<file path="src/rtl/iterative_comparator_unit_pkg.sv">
// Shared comparator header: operation encodings, FSM state codes and
// small helpers used by the iterative comparator and anything that decodes ops.
package iterative_comparator_unit_pkg;

  localparam int CMP_OP_WIDTH = 4;

  localparam logic [CMP_OP_WIDTH-1:0] CMP_SEL_EQ   = 4'd0;
  localparam logic [CMP_OP_WIDTH-1:0] CMP_SEL_NE   = 4'd1;
  localparam logic [CMP_OP_WIDTH-1:0] CMP_SEL_LT   = 4'd2;
  localparam logic [CMP_OP_WIDTH-1:0] CMP_SEL_GE   = 4'd3;
  localparam logic [CMP_OP_WIDTH-1:0] CMP_SEL_LTU  = 4'd4;
  localparam logic [CMP_OP_WIDTH-1:0] CMP_SEL_GEU  = 4'd5;
  localparam logic [CMP_OP_WIDTH-1:0] CMP_SEL_MIN  = 4'd6;
  localparam logic [CMP_OP_WIDTH-1:0] CMP_SEL_MAX  = 4'd7;
  localparam logic [CMP_OP_WIDTH-1:0] CMP_SEL_MINU = 4'd8;
  localparam logic [CMP_OP_WIDTH-1:0] CMP_SEL_MAXU = 4'd9;

  localparam logic [1:0] ST_IDLE = 2'd0;
  localparam logic [1:0] ST_BUSY = 2'd1;
  localparam logic [1:0] ST_DONE = 2'd2;

  // Ordering decision taken at the first chunk where the operands differ
  typedef struct packed {
    logic lt;
    logic gt;
  } cmp_decision_t;

  function automatic logic is_signed_op(input logic [CMP_OP_WIDTH-1:0] op);
    return (op == CMP_SEL_LT) || (op == CMP_SEL_GE) ||
           (op == CMP_SEL_MIN) || (op == CMP_SEL_MAX);
  endfunction

  function automatic logic is_known_op(input logic [CMP_OP_WIDTH-1:0] op);
    return op <= CMP_SEL_MAXU;
  endfunction

endpackage

</file>
<file path="src/rtl/comparator_chunk.sv">
// Combinational unsigned compare of one operand chunk. Flipping the top bit
// of both inputs turns the unsigned compare into a two's-complement one for
// the chunk that holds the operand sign bit.
module comparator_chunk #(
  parameter int WIDTH = 8
) (
  input  logic [WIDTH-1:0] a,
  input  logic [WIDTH-1:0] b,
  input  logic             invert_msb,
  output logic             lt,
  output logic             gt
);

  logic [WIDTH-1:0] msb_mask;
  logic [WIDTH-1:0] a_adj;
  logic [WIDTH-1:0] b_adj;

  assign msb_mask = WIDTH'(invert_msb) << (WIDTH - 1);
  assign a_adj    = a ^ msb_mask;
  assign b_adj    = b ^ msb_mask;
  assign lt       = a_adj < b_adj;
  assign gt       = a_adj > b_adj;

endmodule

</file>
<file path="src/rtl/iterative_comparator_unit.sv">
// Multi-cycle comparator: walks the operands one chunk per cycle from the MSB
// end, optionally stopping at the first differing chunk, and presents a
// registered boolean result plus the selected operand for MIN/MAX ops.
module iterative_comparator_unit
  import iterative_comparator_unit_pkg::*;
#(
  parameter int XLEN        = 32,
  parameter int CHUNK_WIDTH = 8,
  parameter int EARLY_EXIT  = 1
) (
  input  logic                    i_Clock,
  input  logic                    i_Reset,
  input  logic [XLEN-1:0]         i_Input_A,
  input  logic [XLEN-1:0]         i_Input_B,
  input  logic [CMP_OP_WIDTH-1:0] i_Compare_Select,
  input  logic                    i_Valid,
  output logic                    o_Ready,
  input  logic                    i_Flush,
  output logic                    o_Result_Valid,
  input  logic                    i_Result_Ready,
  output logic                    o_Compare_Result,
  output logic [XLEN-1:0]         o_Result_Value
);

  localparam int NUM_CHUNKS = XLEN / CHUNK_WIDTH;
  localparam int IDX_W      = (NUM_CHUNKS > 1) ? $clog2(NUM_CHUNKS) : 1;
  localparam logic [IDX_W-1:0] LAST_IDX = IDX_W'(NUM_CHUNKS - 1);

  if ((CHUNK_WIDTH < 1) || (CHUNK_WIDTH > XLEN) || ((XLEN % CHUNK_WIDTH) != 0)) begin : g_bad_width
    $error("iterative_comparator_unit: XLEN must be a nonzero multiple of CHUNK_WIDTH");
  end

  logic [1:0]              state;
  logic [IDX_W-1:0]        idx;
  logic [XLEN-1:0]         op_a;
  logic [XLEN-1:0]         op_b;
  logic [CMP_OP_WIDTH-1:0] op_sel;
  cmp_decision_t           decision;
  logic                    decision_valid;
  logic                    result_valid;
  logic                    compare_result;
  logic [XLEN-1:0]         result_value;

  logic [CHUNK_WIDTH-1:0]  chunk_a;
  logic [CHUNK_WIDTH-1:0]  chunk_b;
  logic                    invert_msb;
  logic                    chunk_lt;
  logic                    chunk_gt;
  logic                    chunk_differs;
  logic                    final_lt;
  logic                    final_gt;
  logic                    finish;
  logic                    next_result;
  logic [XLEN-1:0]         next_value;

  // Select the operand chunk addressed by the current index
  always_comb begin
    chunk_a = '0;
    chunk_b = '0;
    for (int i = 0; i < NUM_CHUNKS; i++) begin
      if (idx == IDX_W'(i)) begin
        chunk_a = op_a[i*CHUNK_WIDTH +: CHUNK_WIDTH];
        chunk_b = op_b[i*CHUNK_WIDTH +: CHUNK_WIDTH];
      end
    end
  end

  assign invert_msb = is_signed_op(op_sel) && (idx == LAST_IDX);

  comparator_chunk #(
    .WIDTH(CHUNK_WIDTH)
  ) u_chunk (
    .a         (chunk_a),
    .b         (chunk_b),
    .invert_msb(invert_msb),
    .lt        (chunk_lt),
    .gt        (chunk_gt)
  );

  assign chunk_differs = chunk_lt | chunk_gt;
  assign final_lt      = decision_valid ? decision.lt : chunk_lt;
  assign final_gt      = decision_valid ? decision.gt : chunk_gt;
  assign finish        = !is_known_op(op_sel) || (idx == '0) ||
                         ((EARLY_EXIT != 0) && chunk_differs);

  // Turn the overall ordering into the op's boolean and selected operand; ties pick A
  always_comb begin
    next_result = 1'b0;
    next_value  = '0;
    case (op_sel)
      CMP_SEL_EQ:  next_result = !final_lt && !final_gt;
      CMP_SEL_NE:  next_result = final_lt || final_gt;
      CMP_SEL_LT,
      CMP_SEL_LTU: next_result = final_lt;
      CMP_SEL_GE,
      CMP_SEL_GEU: next_result = !final_lt;
      CMP_SEL_MIN,
      CMP_SEL_MINU: begin
        next_result = !final_gt;
        next_value  = next_result ? op_a : op_b;
      end
      CMP_SEL_MAX,
      CMP_SEL_MAXU: begin
        next_result = !final_lt;
        next_value  = next_result ? op_a : op_b;
      end
      default: begin
        next_result = 1'b0;
        next_value  = '0;
      end
    endcase
  end

  // Request FSM: accept, iterate over chunks, hold the result until consumed
  always_ff @(posedge i_Clock or posedge i_Reset) begin
    if (i_Reset) begin
      state          <= ST_IDLE;
      idx            <= '0;
      op_a           <= '0;
      op_b           <= '0;
      op_sel         <= '0;
      decision       <= '0;
      decision_valid <= 1'b0;
      result_valid   <= 1'b0;
      compare_result <= 1'b0;
      result_value   <= '0;
    end else if (i_Flush) begin
      state          <= ST_IDLE;
      result_valid   <= 1'b0;
      compare_result <= 1'b0;
      result_value   <= '0;
    end else begin
      case (state)
        ST_IDLE: begin
          if (i_Valid) begin
            op_a           <= i_Input_A;
            op_b           <= i_Input_B;
            op_sel         <= i_Compare_Select;
            idx            <= LAST_IDX;
            decision       <= '0;
            decision_valid <= 1'b0;
            state          <= ST_BUSY;
          end
        end
        ST_BUSY: begin
          if (!decision_valid && chunk_differs) begin
            decision       <= '{lt: chunk_lt, gt: chunk_gt};
            decision_valid <= 1'b1;
          end
          if (finish) begin
            state          <= ST_DONE;
            result_valid   <= 1'b1;
            compare_result <= next_result;
            result_value   <= next_value;
          end else begin
            idx <= idx - 1'b1;
          end
        end
        ST_DONE: begin
          if (i_Result_Ready) begin
            state          <= ST_IDLE;
            result_valid   <= 1'b0;
            compare_result <= 1'b0;
            result_value   <= '0;
          end
        end
        default: state <= ST_IDLE;
      endcase
    end
  end

  assign o_Ready          = (state == ST_IDLE);
  assign o_Result_Valid   = result_valid;
  assign o_Compare_Result = compare_result;
  assign o_Result_Value   = result_value;

endmodule

</file>
<file path="config.mk">
export PLATFORM = sky130hd
export DESIGN_NAME = iterative_comparator_unit
export DESIGN_NICKNAME = d
export VERILOG_FILES = /design/src/rtl/iterative_comparator_unit_pkg.sv /design/src/rtl/comparator_chunk.sv /design/src/rtl/iterative_comparator_unit.sv
export SDC_FILE = /design/constraint.sdc
export NUM_CORES = 1
export LEC_CHECK = 0
export BUFFER_PORTS_ARGS = -buffer_cell sky130_fd_sc_hd__buf_2
export CORE_MARGIN = 3
export CORE_UTILIZATION = 40
export DETAILED_ROUTE_END_ITERATION = 7
export PLACE_DENSITY = 0.62
export SYNTH_ARGS = -nofsm -noshare
export SYNTH_HDL_FRONTEND = slang
export SYNTH_SLANG_ARGS = --single-unit
export TNS_END_PERCENT = 10
</file>
<file path="constraint.sdc">
create_clock -name i_Clock -period 3.5 [get_ports i_Clock]
set_input_delay 0.7 -clock i_Clock [delete_from_list [all_inputs] [get_ports i_Clock]]
set_output_delay 0.7 -clock i_Clock [all_outputs]
set_load 0.05 [all_outputs]
</file>
After elaboration in Yosys (flattened, before gate mapping)

Index checks and enable logic that the tools add are counted.

Reduce and logical (&&, ||, !) cells: 27
Bitwise gates (word level): 4
Eq/ne operators: 20
Muxes and demuxes: 39
Magnitude comparators: 3
Add/subtract/negate cells: 1

Operators by type and width:

| kind               | count |
|---|---|
| $mux 32            | 5 |
| $pmux 32 s2        | 2 |
| $mux 8             | 8 |
| $eq 4x3->1 const B | 4 |
| $mux 2             | 8 |
| $xor 8x8->8        | 2 |
| $mux 1             | 9 |
| $reduce_and 3->1   | 3 |
| $eq 4x2->1 const B | 2 |
| $eq 4x4->1 const B | 2 |
| $gt 8x8->1         | 1 |
| $lt 8x8->1         | 1 |
| $pmux 2 s2         | 2 |
| $reduce_and 4->1   | 2 |
| $eq 2x2->1 const B | 3 |
| $logic_or 1x1->1   | 6 |
| $ne 2x2->1 const B | 3 |
| $ne 3x3->1 const B | 2 |
| $pmux 1 s2         | 3 |
| $pmux 2 s3         | 1 |
| $reduce_or 2->1    | 3 |
| $pmux 1 s5         | 1 |
| $eq 2x1->1 const B | 2 |
| $eq 4x1->1 const B | 1 |
| other kinds (12)   | 18 |

Register bits: 109
Output and inout port bits: 35
Bits of input ports: 73

Logic depth before layout (Yosys ltp)

Depth in word-level cells: 14
Depth in mapped cells: 21
Mapped depth without buffers: 17

Hierarchy

Synthesis repeated with hierarchy kept, for this count alone.

Cell total of the unflattened synthesis: 461
Area total of the unflattened synthesis: 5439.0 um^2

Modules (own cells, without submodules):

| module                    | area each (um^2) | instances | cells an instance | sequential area each (um^2) |
|---|---|---|---|---|
| iterative_comparator_unit | 5213.8           | 1         | 431               | 2727.6 |
| comparator_chunk          | 225.2            | 1         | 30                | 0.0 |

Worst setup path after synthesis

OpenSTA, ideal clock, no wires.

Path kind: reg2reg
From: register idx[0]
To: register compare_result, in the netlist o_Compare_Result
Clock period less this slack: 3451 ps
Setup time: 139 ps
Setup slack: 49 ps
Buffers on the path: 2
Data required time: 3361 ps
Arrival time: 3313 ps
Cell stages (with the launch flop): 18
Path through: dfrtp_1 inv_1 ha_1 clkbuf_1 clkbuf_1 nand2_1 nor2_1 a21oi_1 nor2_1 a21oi_1 o21ai_0 ha_1 nor2b_4 o211a_4 o31ai_4 o21ai_1 a22o_1 or4_1

Longest elaborated chain between the ends: 14
Elaborated cells on any way between the ends: 32

RTL lines:

| item                                            | RTL line                                                         | RTL |
|---|---|---|
| start: declaration                              | iterative_comparator_unit.sv:34                                  | `logic [IDX_W-1:0] idx;` |
| start signal: assignment                        | iterative_comparator_unit.sv:156                                 | `idx <= idx - 1'b1;` |
| $logic_not 2->1                                 | iterative_comparator_unit.sv:61, iterative_comparator_unit.sv:83 |  |
| $mux 8 (4 in a row)                             | iterative_comparator_unit.sv:61                                  | `if (idx == IDX_W'(i)) begin` |
| $xor 8x8->8 (on tied branches)                  | comparator_chunk.sv:19, comparator_chunk.sv:20                   |  |
| $lt 8x8->1 / $gt 8x8->1 (equally long branches) | comparator_chunk.sv:21, comparator_chunk.sv:22                   |  |
| $mux 1 (on tied branches)                       | iterative_comparator_unit.sv:81, iterative_comparator_unit.sv:82 |  |
| $logic_not 1->1 (on tied branches)              | --                                                               |  |
| $logic_and 1x1->1                               | iterative_comparator_unit.sv:91                                  | `CMP_SEL_EQ: next_result = !final_lt && !final_gt;` |
| $pmux 1 s5                                      | iterative_comparator_unit.sv:90                                  | `case (op_sel)` |
| $mux 1                                          | iterative_comparator_unit.sv:150                                 | `if (finish) begin` |
| $pmux 1 s2                                      | iterative_comparator_unit.sv:133                                 | `case (state)` |
| $mux 1                                          | iterative_comparator_unit.sv:127                                 | `end else if (i_Flush) begin` |
| end signal: assignment                          | iterative_comparator_unit.sv:153                                 | `compare_result <= next_result;` |
| end: declaration                                | iterative_comparator_unit.sv:41                                  | `logic compare_result;` |

Several ways; a longest one is shown, not always the timed one. The select of a mux whose other input is x is not followed.
A chain may end at the register's enable or synchronous reset.

Worst setup path after layout

Ends and elaborated chain as after synthesis.

==> impl_metrics.env <==
export IMPL_outcome="completed"
export IMPL_die_w_um=123
export IMPL_avgSynthCellArea_um2=10.6
export IMPL_path_common_cell="a21oi_1"
export IMPL_via_per_inst=5.32
export IMPL_syn_to_final_growth_pct=24.7
export IMPL_route_detailed_wl_per_inst_um=17.5
export IMPL_syn_area_um2=5450
export IMPL_tns_ps=0
export IMPL_cp_end_kind="register"
export IMPL_synth_compound_area_share_pct=12.3
export IMPL_dr_pass1_iters=4
export IMPL_via_count=4323
export IMPL_finalCritPeriodShare_pct=96.6
export IMPL_finalMaxSlewViolations=0
export IMPL_synthMuxAreaShare_pct=20.3
export IMPL_cp_cell_sequence="inv_2 -> ha_4 -> buf_6 -> buf_4 -> nand2_2 -> nor2_2 -> a21oi_1 -> nor2_1 -> a21oi_1 -> o21ai_1 -> ha_1 -> nand4_1 -> nor2_4 -> o31ai_4 -> o21a_1 -> and3b_1 -> a22o_1 -> or4_1"
export IMPL_power_density_nw_per_um2=770
export IMPL_rsz0062_at_grt="true"
export IMPL_finalHoldViolCount=0
export IMPL_grt_antenna_before_repair=0
export IMPL_dpl_cell_area_um2=6210
export IMPL_drc=0
export IMPL_path_clk_slew_ps=70
export IMPL_clockBufferDepth=2
export IMPL_cp_start_kind="register"
export IMPL_fp_row_count=42
export IMPL_mostFrequentLayoutCells="dfrtp_1, buf_2, mux2_2"
export IMPL_chipHeight_um=123
export IMPL_clock_fmax_ghz=0.296
export IMPL_layout_commonest_cell="dfrtp_1"
export IMPL_fp_coreArea_um2=13300
export IMPL_start_util_pct=41.0
export IMPL_yosys_area_share_simple_pct=10.7
export IMPL_synth_top_area_share_pct=50.0
export IMPL_synth_fa_ha_area_share_pct=2.75
export IMPL_cp_max_fo=6
export IMPL_max_slew_margin_rel_pct=58.3
export IMPL_timing_worst_setup_path_type="reg -> reg"
export IMPL_finalSetupViolCount=0
export IMPL_synth_top_family_by_area="multiplexers"
export IMPL_synth_xor_area_share_pct=0.321
export IMPL_drive_gt1_share_pct=39.6
export IMPL_gp_congestion=0.919
export IMPL_seq_area_frac_synth_pct=50.0
export IMPL_yosysTopAreaCell="dfrtp_1"
export IMPL_tritoncts="yes"
export IMPL_clk_latency_ps=360
export IMPL_dp_hpwl_mm=10.3
export IMPL_yosys_top_cells_area="dfrtp_1, mux2_2, mux2i_1, nand2_1, a21oi_1"
export IMPL_drt_iter0_drc=295
export IMPL_grt_max_degree=56
export IMPL_post_route_util_pct=51.2
export IMPL_ys_warn_count=0
export IMPL_slowest_stage="or4_1"
export IMPL_fin_worst_skew_ps=10.7
export IMPL_worst_pin_slew_ps=625
export IMPL_hold_slack_ps=267
export IMPL_numPortBuffers=107
export IMPL_final_area_um2=6800
export IMPL_slowest_delay_ps=380
export IMPL_insertedDiodeCount=0
export IMPL_detail_route_antenna_nets=0
export IMPL_clkSinkCount=109
export IMPL_synthDistinctLibCells=43
export IMPL_grt_overflow=0
export IMPL_grt_pass1_vias=4147
export IMPL_max_cap_viol_count=0
export IMPL_timing_final_crit_period_ps=3380
export IMPL_ir_drop_mv=0.388
export IMPL_critical_path_arrival_ps=3610
export IMPL_min_path_type="in -> async"
export IMPL_cts_root_buffer="clkbuf_16"
export IMPL_synth_seq_cells=109
export IMPL_nFillCells=1216
export IMPL_dieArea_um2=15100
export IMPL_design_power_total_uw=5240
export IMPL_grt_use_total_pct=18.9
export IMPL_numCtsBuffers=9
export IMPL_power_leakage_uw=0.00321
export IMPL_nets=717
export IMPL_cp_required_ps=3720
export IMPL_grt_pass1_wl_mm=21.8
export IMPL_synthCells=515
export IMPL_ctsHtreeMaxLevel=3
export IMPL_holdBufCountCts=0
export IMPL_routed_wirelength_mm=14.2
export IMPL_synth_nets=600
export IMPL_ios=108
[registers in the layout, indices dropped and copies added, names as in the netlist]
name,cells
decision_valid,1
o_Compare_Result,1
idx,2
o_Result_Value,32
op_sel,4
decision,2
state,2
op_b,32
o_Result_Valid,1
op_a,32
[power by group]
part           switching [uW]  internal (uW)  total [uW]
sequential                298           1540        1840
clock                     462            556        1020
combinational            1260           1120        2380
[synth_stat cells]
library cell,instances
a211o_1,2
a211oi_1,1
a21o_1,2
a21oi_1,49
a22o_1,2
a31oi_1,2
a32o_2,1
and3_1,1
and3b_1,1
buf_12,3
buf_2,2
buf_4,1
buf_6,1
clkbuf_1,24
dfrtp_1,109
ha_1,12
inv_1,5
mux2_1,2
mux2_2,68
mux2i_1,32
nand2_1,69
nand2b_1,2
nand3_1,4
nand3b_1,3
nand4_1,1
nand4_2,1
nor2_1,49
nor2_2,1
nor2b_1,1
nor2b_4,1
nor3b_1,1
o211a_4,1
o211ai_1,1
o21a_1,2
o21ai_0,16
o21ai_1,34
o21bai_4,1
o22ai_1,1
o31ai_1,1
o31ai_4,1
or3b_1,1
or4_1,1
xnor2_1,2
[repair_timing]
| item | in CTS | in global routing |
|---|---|---|
| setup buffers | 0 | 12 |
| gates resized for setup | 1 | 36 |
| setup endpoints to repair | 1 | 36 |
| pin swaps | 0 | 15 |
| cloned | 0 | 3 |
[layout make-up]
type | instances | area (um^2) | share of cell area (%)
Multi-Input combinational cell | 370 | 2650 | 38.9
Timing Repair Buffer | 137 | 896 | 13.2
Clock buffer | 10 | 229 | 3.37
Inverter | 5 | 22.5 | 0.331
Sequential cell | 109 | 2730 | 40.1
Tap cell | 176 | 220 | 3.24
Clock inverter | 6 | 62.6 | 0.920
[layer usage]
metal | GRT usage [%] | share of wire, % | vias to the layer above
met5 | 0 | 0 | -
met4 | 5.88 | 1.9 | 0
met3 | 4.42 | 5.8 | 18
li1 | - | - | 2035
met2 | 29.6 | 46 | 122
met1 | 26.1 | 46 | 2148
[critical path: cells and delay by family (launching register included)]
kind / cells / cell delay [ps]
simple gates: 7 / 1180
compound gates: 6 / 860
fa+ha+maj: 2 / 510
flops: 1 / 370
buf+inv: 3 / 310
[logic make-up after synthesis]
kind of cell             Yosys count
AO/OA/AOI/OAI                    117
flip-flops                       109
AND/OR/NAND/NOR                  137
buffers and inverters             36
multiplexers                     102
XOR/XNOR                           2
adder cells (fa/ha/maj)           12
[through the flow]
step | setup WS (ps) | cells
6_report | 119 | 813
5_1_grt | -44.7 | 813
4_1_cts | 41.6 | 798
3_5_place_dp | -24.3 | 782
3_3_place_gp | 35.8 | 782
2_1_floorplan | 48.7 | 515
[path summary, 6_finish.rpt]
kind                               startpoint            endpoint  slack (ps)  depth (start not counted)
setup reg to reg                       idx[0]    o_Compare_Result         120                         18
setup / recovery                       idx[0]    o_Compare_Result         120                         18
hold / removal                        i_Reset            op_b[14]         270                          2
hold reg to reg            o_Result_Value[20]  o_Result_Value[20]         480                          2
max in group asynchronous             i_Reset           op_sel[0]        2380                          3
min in group i_Clock       o_Result_Value[20]  o_Result_Value[20]         480                          2
Power figures use the tool's default switching activity.
